## src/rtl/video_fb_scheduler.sv

```systemverilog
// video_fb_scheduler: raster timing generator, packed-pixel fetch from a shared
// single-port frame-buffer RAM, and display-priority write arbitration.
// Optional feature: define FB_DOUBLE_BUFFER_EN for a two-page buffer whose
// displayed page swaps at the start of vblank.
module video_fb_scheduler #(
    parameter int unsigned H_DISPLAY    = 256,
    parameter int unsigned V_DISPLAY    = 240,
    parameter int unsigned H_TOTAL      = 309,
    parameter int unsigned V_TOTAL      = 262,
    parameter int unsigned H_SYNC_START = 263,
    parameter int unsigned H_SYNC_END   = 285,
    parameter int unsigned V_SYNC_START = 254,
    parameter int unsigned V_SYNC_END   = 256,
`ifdef FB_DOUBLE_BUFFER_EN
    localparam int unsigned AW          = 16
`else
    localparam int unsigned AW          = 15
`endif
) (
    input  logic          clk,
    input  logic          reset,
    input  logic          wr_req,
    input  logic [AW-1:0] wr_addr,
    input  logic [7:0]    wr_data,
    output logic          wr_ack,
    output logic [AW-1:0] mem_addr,
    output logic          mem_we,
    output logic [7:0]    mem_wdata,
    input  logic [7:0]    mem_rdata,
    output logic [2:0]    rgb,
    output logic          hsync,
    output logic          vsync,
    output logic          vblank
`ifdef FB_DOUBLE_BUFFER_EN
    ,
    input  logic          swap_req,
    output logic          page
`endif
);

    localparam int unsigned CW = 9;

    localparam logic [CW-1:0] HDisp      = CW'(H_DISPLAY);
    localparam logic [CW-1:0] VDisp      = CW'(V_DISPLAY);
    localparam logic [CW-1:0] HLast      = CW'(H_TOTAL - 1);
    localparam logic [CW-1:0] VLast      = CW'(V_TOTAL - 1);
    localparam logic [CW-1:0] HSyncStart = CW'(H_SYNC_START);
    localparam logic [CW-1:0] HSyncEnd   = CW'(H_SYNC_END);
    localparam logic [CW-1:0] VSyncStart = CW'(V_SYNC_START);
    localparam logic [CW-1:0] VSyncEnd   = CW'(V_SYNC_END);

    // Raster position
    logic [CW-1:0] hpos_q, hpos_d;
    logic [CW-1:0] vpos_q, vpos_d;

    // Two-stage delay pipeline keeping pixels and syncs aligned
    logic       act_dly_q, act_dly_d;
    logic       slot_dly_q, slot_dly_d;
    logic       hs_dly_q, hs_dly_d;
    logic       vs_dly_q, vs_dly_d;
    logic [2:0] hi_q, hi_d;
    logic [2:0] rgb_q, rgb_d;
    logic       hsync_q, hsync_d;
    logic       vsync_q, vsync_d;

    logic          active;
    logic          disp_slot;
    logic          hsync_raw;
    logic          vsync_raw;
    logic [14:0]   disp_addr;
    logic [AW-1:0] rd_addr;
    logic [AW-1:0] wr_addr_eff;

    // Bits 3 and 7 of each byte carry no pixel data
    logic unused_rdata_bits;
    assign unused_rdata_bits = mem_rdata[3] ^ mem_rdata[7];

    assign active    = (hpos_q < HDisp) && (vpos_q < VDisp);
    assign disp_slot = active && !hpos_q[0];
    assign hsync_raw = (hpos_q >= HSyncStart) && (hpos_q <= HSyncEnd);
    assign vsync_raw = (vpos_q >= VSyncStart) && (vpos_q <= VSyncEnd);
    assign disp_addr = {vpos_q[7:0], hpos_q[7:1]};
    assign vblank    = (vpos_q >= VDisp);

`ifdef FB_DOUBLE_BUFFER_EN
    logic page_q, page_d;
    logic swap_pend_q, swap_pend_d;
    logic at_swap;
    logic unused_wr_msb;

    // The page bit replaces the requester's MSB
    assign unused_wr_msb = wr_addr[AW-1];
    assign at_swap       = (hpos_q == '0) && (vpos_q == VDisp);
    assign rd_addr       = {page_q, disp_addr};
    assign wr_addr_eff   = {~page_q, wr_addr[14:0]};
    assign page          = page_q;

    // Sticky swap request, honoured at the first pixel clock of vblank; a request
    // arriving on that very cycle is kept for the following vblank
    always_comb begin
        page_d      = page_q ^ (at_swap & swap_pend_q);
        swap_pend_d = swap_req | (swap_pend_q & ~at_swap);
    end

    // Page state registers
    always_ff @(posedge clk or posedge reset) begin
        if (reset) begin
            page_q      <= 1'b0;
            swap_pend_q <= 1'b0;
        end else begin
            page_q      <= page_d;
            swap_pend_q <= swap_pend_d;
        end
    end
`else
    assign rd_addr     = disp_addr;
    assign wr_addr_eff = wr_addr;
`endif

    // Raster counters: hpos wraps each line, vpos wraps each frame
    always_comb begin
        hpos_d = hpos_q + 1'b1;
        vpos_d = vpos_q;
        if (hpos_q == HLast) begin
            hpos_d = '0;
            vpos_d = (vpos_q == VLast) ? '0 : vpos_q + 1'b1;
        end
    end

    // Arbitration: display slots own the RAM, every other cycle acks the writer.
    // Reset gates the ack so nothing is written while the block is held.
    always_comb begin
        wr_ack    = wr_req & ~disp_slot & ~reset;
        mem_we    = wr_ack;
        mem_wdata = wr_data;
        mem_addr  = rd_addr;
        if (wr_ack) begin
            mem_addr = wr_addr_eff;
        end
    end

    // Pixel and sync pipeline next state. The cycle after a display slot sees the
    // RAM data: low nibble goes out first, high nibble is held for the next cycle.
    always_comb begin
        act_dly_d  = active;
        slot_dly_d = disp_slot;
        hs_dly_d   = hsync_raw;
        vs_dly_d   = vsync_raw;
        hsync_d    = hs_dly_q;
        vsync_d    = vs_dly_q;
        hi_d       = hi_q;
        rgb_d      = hi_q;
        if (slot_dly_q) begin
            rgb_d = mem_rdata[2:0];
            hi_d  = mem_rdata[6:4];
        end
        if (!act_dly_q) begin
            rgb_d = '0;
        end
    end

    // Raster and pipeline state registers
    always_ff @(posedge clk or posedge reset) begin
        if (reset) begin
            hpos_q     <= '0;
            vpos_q     <= '0;
            act_dly_q  <= 1'b0;
            slot_dly_q <= 1'b0;
            hs_dly_q   <= 1'b0;
            vs_dly_q   <= 1'b0;
            hi_q       <= '0;
            rgb_q      <= '0;
            hsync_q    <= 1'b0;
            vsync_q    <= 1'b0;
        end else begin
            hpos_q     <= hpos_d;
            vpos_q     <= vpos_d;
            act_dly_q  <= act_dly_d;
            slot_dly_q <= slot_dly_d;
            hs_dly_q   <= hs_dly_d;
            vs_dly_q   <= vs_dly_d;
            hi_q       <= hi_d;
            rgb_q      <= rgb_d;
            hsync_q    <= hsync_d;
            vsync_q    <= vsync_d;
        end
    end

    assign rgb   = rgb_q;
    assign hsync = hsync_q;
    assign vsync = vsync_q;

endmodule

```

## config.mk

```make
export PLATFORM = sky130hd
export DESIGN_NAME = video_fb_scheduler
export DESIGN_NICKNAME = d
export VERILOG_FILES = /design/src/rtl/video_fb_scheduler.sv
export SDC_FILE = /design/constraint.sdc
export NUM_CORES = 1
export LEC_CHECK = 0
export CORE_MARGIN = 3
export CORE_UTILIZATION = 45
export CTS_BUF_LIST = sky130_fd_sc_hd__clkbuf_2
export DETAILED_ROUTE_END_ITERATION = 10
export MAX_ROUTING_LAYER = met4
export PLACE_DENSITY = 0.82
export SETUP_SLACK_MARGIN = 0.05
export SYNTH_ARGS = -nofsm -noshare
export SYNTH_HDL_FRONTEND = slang
export SYNTH_SLANG_ARGS = --single-unit
```

## constraint.sdc

```tcl
create_clock -name clk -period 2.45 [get_ports clk]
set_input_delay 0.49 -clock clk [delete_from_list [all_inputs] [get_ports clk]]
set_output_delay 0.49 -clock clk [all_outputs]
set_load 0.01 [all_outputs]
```

# Yosys cells after proc, flatten, opt, wreduce, memory -nomap -nowiden
# Cells that the tools add are included.
dict set report totals {
  mem_bits_ro 0
  ff_bits 30
  elab_cells 35
  latchBits 0
  memories 0
  ramBits 0
  inputBits 34
  output_inout_bits 31
}
dict set report op_classes {
  add_sub_neg 2
  eq_ne 2
  muxes 5
  shifts 0
  magnitude_cmp 7
  n_div 0
  bitwise 4
  reduce_logical 5
  multipliers 0
}
# operator n
set op_table {}
lappend op_table {{9-bit by 1-bit adder with 9-bit output, second input constant} 2}
lappend op_table {{9-bit equality test, second input constant} 2}
lappend op_table {{9-bit by 8-bit >= comparator with 1-bit output, second input constant} 2}
lappend op_table {{9-bit <= comparator, second input constant} 2}
lappend op_table {{9-bit two-way mux} 2}
lappend op_table {{15-bit two-way mux} 1}
lappend op_table {{9-bit >= comparator, second input constant} 1}
lappend op_table {{9-bit by 8-bit < comparator with 1-bit output, second input constant} 1}
lappend op_table {{9-bit < comparator, second input constant} 1}
lappend op_table {{3-bit two-way mux} 2}
lappend op_table {{1-bit logical AND} 4}
lappend op_table {{1-bit AND} 2}
lappend op_table {{1-bit inverter} 2}
lappend op_table {{1-bit zero test} 1}

# Logic depth before layout (Yosys ltp)
# Gate-level depths: netlist of the first run.
dict set report logic_depth {
  ltp_word 7
  mapped_depth 7
  mapped_depth_nobuf 6
}

# Least setup slack after synthesis of the first run
# No wires, ideal clock.
dict set report synth_timing {
  path_type {flip-flop to output port}
  startpoint {register vpos_q[5]}
  endpoint {output mem_addr[10]}
  path_buffers 2
  required_time_ps 1960
  setup_slack_ps 305
  path_stages_with_launch 7
  arrival_time_ps 1655
  cell_sequence {dfrtp_1 -> clkbuf_2 -> a41o_2 -> nor3_4 -> nor3b_4 -> buf_6 -> mux2_2}
}
dict set report synth_between {
  elab_chain_len 7
}
# element line_no
set synth_lines {}
lappend synth_lines {{start, declared} 54} ;# logic [CW-1:0] vpos_q, vpos_d;
lappend synth_lines {{start signal, assigned} 177} ;# vpos_q <= vpos_d;
lappend synth_lines {{9-bit by 8-bit < comparator with 1-bit output} 78} ;# assign active = (hpos_q < HDisp) && (vpos_q < VDisp);
lappend synth_lines {{1-bit logical AND} 78}
lappend synth_lines {{1-bit logical AND} 79} ;# assign disp_slot = active && !hpos_q[0];
lappend synth_lines {{net disp_slot} 67} ;# logic disp_slot;
lappend synth_lines {{1-bit inverter} 133} ;# wr_ack = wr_req & ~disp_slot & ~reset;
lappend synth_lines {{1-bit AND (2 in series)} 133}
lappend synth_lines {{net mem_we} 27} ;# output logic mem_we,
lappend synth_lines {{15-bit two-way mux} 137} ;# if (wr_ack) begin
lappend synth_lines {{end, declared} 26} ;# output logic [AW-1:0] mem_addr,
# The timed path passes the listed nets, and every way through them passes these cells.

# Worst setup path after layout of the first run
dict set report layout_timing {
  startpoint {register vpos_q[4]}
  endpoint {output mem_addr[10]}
}
dict set report layout_between {
  elab_chain_len 7
}
# element line_no
set layout_lines {}
lappend layout_lines {{9-bit by 8-bit < comparator with 1-bit output} 78}
lappend layout_lines {{1-bit logical AND} 78}
lappend layout_lines {{1-bit logical AND} 79}
lappend layout_lines {{net disp_slot} 67}
lappend layout_lines {{1-bit inverter} 133}
lappend layout_lines {{1-bit AND (2 in series)} 133}
lappend layout_lines {{15-bit two-way mux} 137}
# The timed path passes the listed nets, and every way through them passes these cells.

==> metrics.md, run 1 <==
| Metric | Value |
|---|---|
| Reg area | 750.7 µm² |
| Layout fillers | 264 |
| CTS tree | yes |
| Pin count of the biggest net entering global routing | 17 |
| Ratio of cells with drive above 1 in the final layout | 0.2639 |
| Total of warnings raised by yosys | 0 |
| Lkg Pwr | 0.001047 µW |
| Critical Path Source | vpos_q[4]$_DFFE_PP0N_ |
| CTS root buf | clkbuf_2 |
| Final core utilization | 0.6584 |
| Max frequency | 0.4190 GHz |
| Minimum hold slack | 0.3563 ns |
| CP max FO | 10 |
| Clk_skew | 0.02027 ns |
| DRT Wirelength | 3.882 mm |
| Synth Cell Area | 1687 µm² |
| Die area | 4519 µm² |
| GRT overflow | 0 |
| Final hold violations | 0 |
| Worst Setup EP | mem_addr[10] |
| Vias in the first global route | 1394 |
| Syn_nets | 203 |
| Netlist cell types | 37 |
| #FFs+latches synth | 30 |
| Final instance area | 2283 µm² |
| Post-DP Area | 2188 µm² |
| 1st-pass router iterations | 4 |
| Max_cap viols | 0 |
| Register-to-Register Path Depth | 7 |
| Nets@finish | 255 |
| Clock Path Buffers | 2 |
| First-pass GRT wire length | 6.396 mm |
| Core Footprint | 3468 µm² |
| Peak supply drop | 0.1775 mV |
| Die W | 67.22 µm |
| Crit path capture type | primary output |
| Setup Viol. Count Final | 0 |
| Drt via density | 5.309 |
| Routed WL per cell | 14.82 µm |
| Final clock period utilization by the worst path | 0.9742 |
| Sink Count | 30 |
| FF-to-FF Start | hpos_q[0]$_DFF_PP0_ |
| HP Start | hs_dly_q$_DFF_PP0_ |
| Placed insts | 249 |
| Syn_area_per_cell | 10.35 µm² |
| Drt drc | 0 |
| WS Path Type | reg -> out |
| Startpoint Class | flop |
| Hold Path Class | reg -> reg |
| IO Pins | 65 |
| Clk_lat worst skew | 0.36 ns |
| Area Growth Syn to Fin | 35.39% |
| Gr usage total | 0.1980 |
| Min Tclk post-route | 2.387 ns |
| Rel. slew slack | 0.5799 |
| Total CTS buffers | 5 |
| Reg2reg setup slack | 0.37 ns |
| Final HPWL DP | 2.919 mm |
| Remaining antenna violation count | 0 |
| Reg-to-Reg End | vpos_q[7]$_DFFE_PP0N_ |
| Pwr dens | 368.0 nW/µm² |
| Placer congestion estimate | 0.8751 |
| Initial antenna violation count | 0 |
| Status | completed |
| Clock H-tree levels | 2 |
| Area of the multi-input gates | 809.5 µm² |
| RSZ-0062 raised after global routing | true |
| Syn Inst Count | 163 |
| Slew Viols, Final | 0 |
| Starting DRT DRC Count | 64 |
| # diodes | 0 |
| CP required | 1.96 ns |
| Initial cell density of the core | 0.4863 |
| Register area share after synthesis | 0.4451 |
| IO buf count | 46 |
| Core Rows | 21 |
| Clk pin slew, worst setup/hold paths | 0.16 ns |
| Finished Layout Cells | 262 |
| Setup TNS | 0 ns |
| Critical Path AT | 1.90 ns |
| Die height | 67.22 µm |
| Vias | 1391 |
| Worst-Margin Slew | 0.6214 ns |
[synth_stat cells]
cell type / number / area [µm²]
a211oi_1: 2 / 15.01
a21boi_0: 3 / 22.52
a21oi_1: 5 / 25.02
a41o_2: 1 / 11.26
and2_1: 1 / 6.260
and4_1: 1 / 8.760
and4bb_2: 2 / 25.02
buf_2: 1 / 5.000
buf_4: 9 / 67.56
buf_6: 1 / 11.26
clkbuf_1: 4 / 15.01
clkbuf_2: 1 / 5.000
dfrtp_1: 30 / 750.7
ha_1: 6 / 75.07
inv_1: 7 / 26.28
mux2_2: 16 / 180.2
mux2i_1: 2 / 20.02
nand2_1: 17 / 63.81
nand2b_1: 5 / 31.28
nand3_1: 7 / 35.03
nand3b_1: 1 / 7.510
nand4_1: 6 / 37.54
nor2_1: 7 / 26.28
nor2b_1: 1 / 6.260
nor3_1: 2 / 10.01
nor3_4: 1 / 16.27
nor3b_4: 1 / 18.77
nor4_1: 2 / 12.51
nor4b_1: 1 / 8.760
nor4bb_1: 1 / 10.01
o211ai_1: 1 / 7.510
o21ai_0: 6 / 30.03
o22ai_1: 2 / 12.51
or2_2: 1 / 6.260
or3_1: 1 / 6.260
xnor2_1: 3 / 26.28
xor2_1: 5 / 43.79
[cell usage in the layout (no fill, tap or decap), drive strengths merged, types with 3 or more instances in the layout]
cell type	netlist	routed
o21ai	6	6
nor3	3	3
a21boi	3	3
buf	11	30
nor2	7	7
xor2	5	5
nand4	6	6
mux2	16	16
dfrtp	30	30
xnor2	3	3
nand3	7	7
inv	7	7
clkbuf	5	5
nand2	17	17
ha	6	6
a21oi	5	5
clkdlybuf4s50	0	29
nand2b	5	5
clkinv	0	3
[worst max-delay path, cell delays in order (launching register included)]
cell and delay, ns:
dfrtp_1 0.37, a41o_2 0.24, nor3_4 0.06, nor3b_4 0.22, buf_6 0.18, mux2_2 0.36
buf_6 0.12
[logic make-up (layout without fill, tap and decap cells)]
| logic type | Yosys count | after routing | share of synthesized area |
|---|---|---|---|
| compound gates | 20 | 20 | 0.07344 |
| xor+xnor | 8 | 8 | 0.04154 |
| simple gates | 58 | 58 | 0.1996 |
| mux | 18 | 18 | 0.1187 |
| flops | 30 | 30 | 0.4451 |
| fa+ha+maj | 6 | 6 | 0.04451 |
| buf+inv | 23 | 76 | 0.07714 |
[sequential cells by signal (all words and copies together) (netlist names), 3 cells and up]
signal,count
vpos_q,9
hi_q,3
rgb,3
hpos_q,9
[how the worst min path moves through the flow]
stage / endpoint / cells past startpoint
5_1_grt: hsync$_DFF_PP0_ / 0
6_report: hsync$_DFF_PP0_ / 0
3_5_place_dp: hsync$_DFF_PP0_ / 0
2_1_floorplan: hsync$_DFF_PP0_ / 0
3_3_place_gp: vsync$_DFF_PP0_ / 0
4_1_cts: hsync$_DFF_PP0_ / 0
[layout make-up]
type	instances	share of cell area
well taps	46	0.02521
multi-input cells	110	0.3545
inverters	7	0.01151
flip-flops and latches	30	0.3288
repair buffers	61	0.2641
clock inverters	3	0.004932
clock buffers	5	0.01096
[metrics by stage]
stage / power [µW] / setup WS [ns]
4_1_cts: 850.2 / -0.005116
2_1_floorplan: 564.8 / 0.3047
5_1_grt: 889.4 / -0.05255
3_5_place_dp: 625.8 / -0.2835
6_report: 840.3 / 0.06327
3_3_place_gp: 622.6 / -0.2427
[what timing repair did]
| action | CTS | global route |
|---|---|---|
| endpoints found under the setup margin | 17 | 17 |
| gates cloned | 0 | 0 |
| resized for setup | 79 | 0 |
| hold buffers | 0 | 0 |
| pin swaps | 2 | 1 |
| setup buffers | 3 | 2 |
[where the power goes]
part	internal (µW)	switching (µW)	total, µW
registers	500	1.32	501
logic	75.3	41.7	117
clock network	60.9	161	222
[metal layers]
layer,vias up,part of all wire,global-route usage
met1,669,0.43,0.2450
met2,59,0.49,0.3055
met4,0,0.010,0.07089
li1,659,-,-
met5,-,0,-
met3,4,0.068,0.06156
Power figures use the tool's default switching activity.
==> run 2: changes to the inputs <==
--- a/config.mk
+++ b/config.mk
@@ -5,10 +5,13 @@
 export SDC_FILE = /design/constraint.sdc
 export NUM_CORES = 1
 export LEC_CHECK = 0
+export CAP_MARGIN = 20
 export CORE_MARGIN = 3
 export CORE_UTILIZATION = 45
 export CTS_BUF_LIST = sky130_fd_sc_hd__clkbuf_2
+export CTS_CLUSTER_DIAMETER = 50
 export DETAILED_ROUTE_END_ITERATION = 10
+export HOLD_SLACK_MARGIN = 0.05
 export MAX_ROUTING_LAYER = met4
 export PLACE_DENSITY = 0.82
 export SETUP_SLACK_MARGIN = 0.05
==> results of run 2 <==
The final DEF is identical to that of run 1; final timing and power are the same.
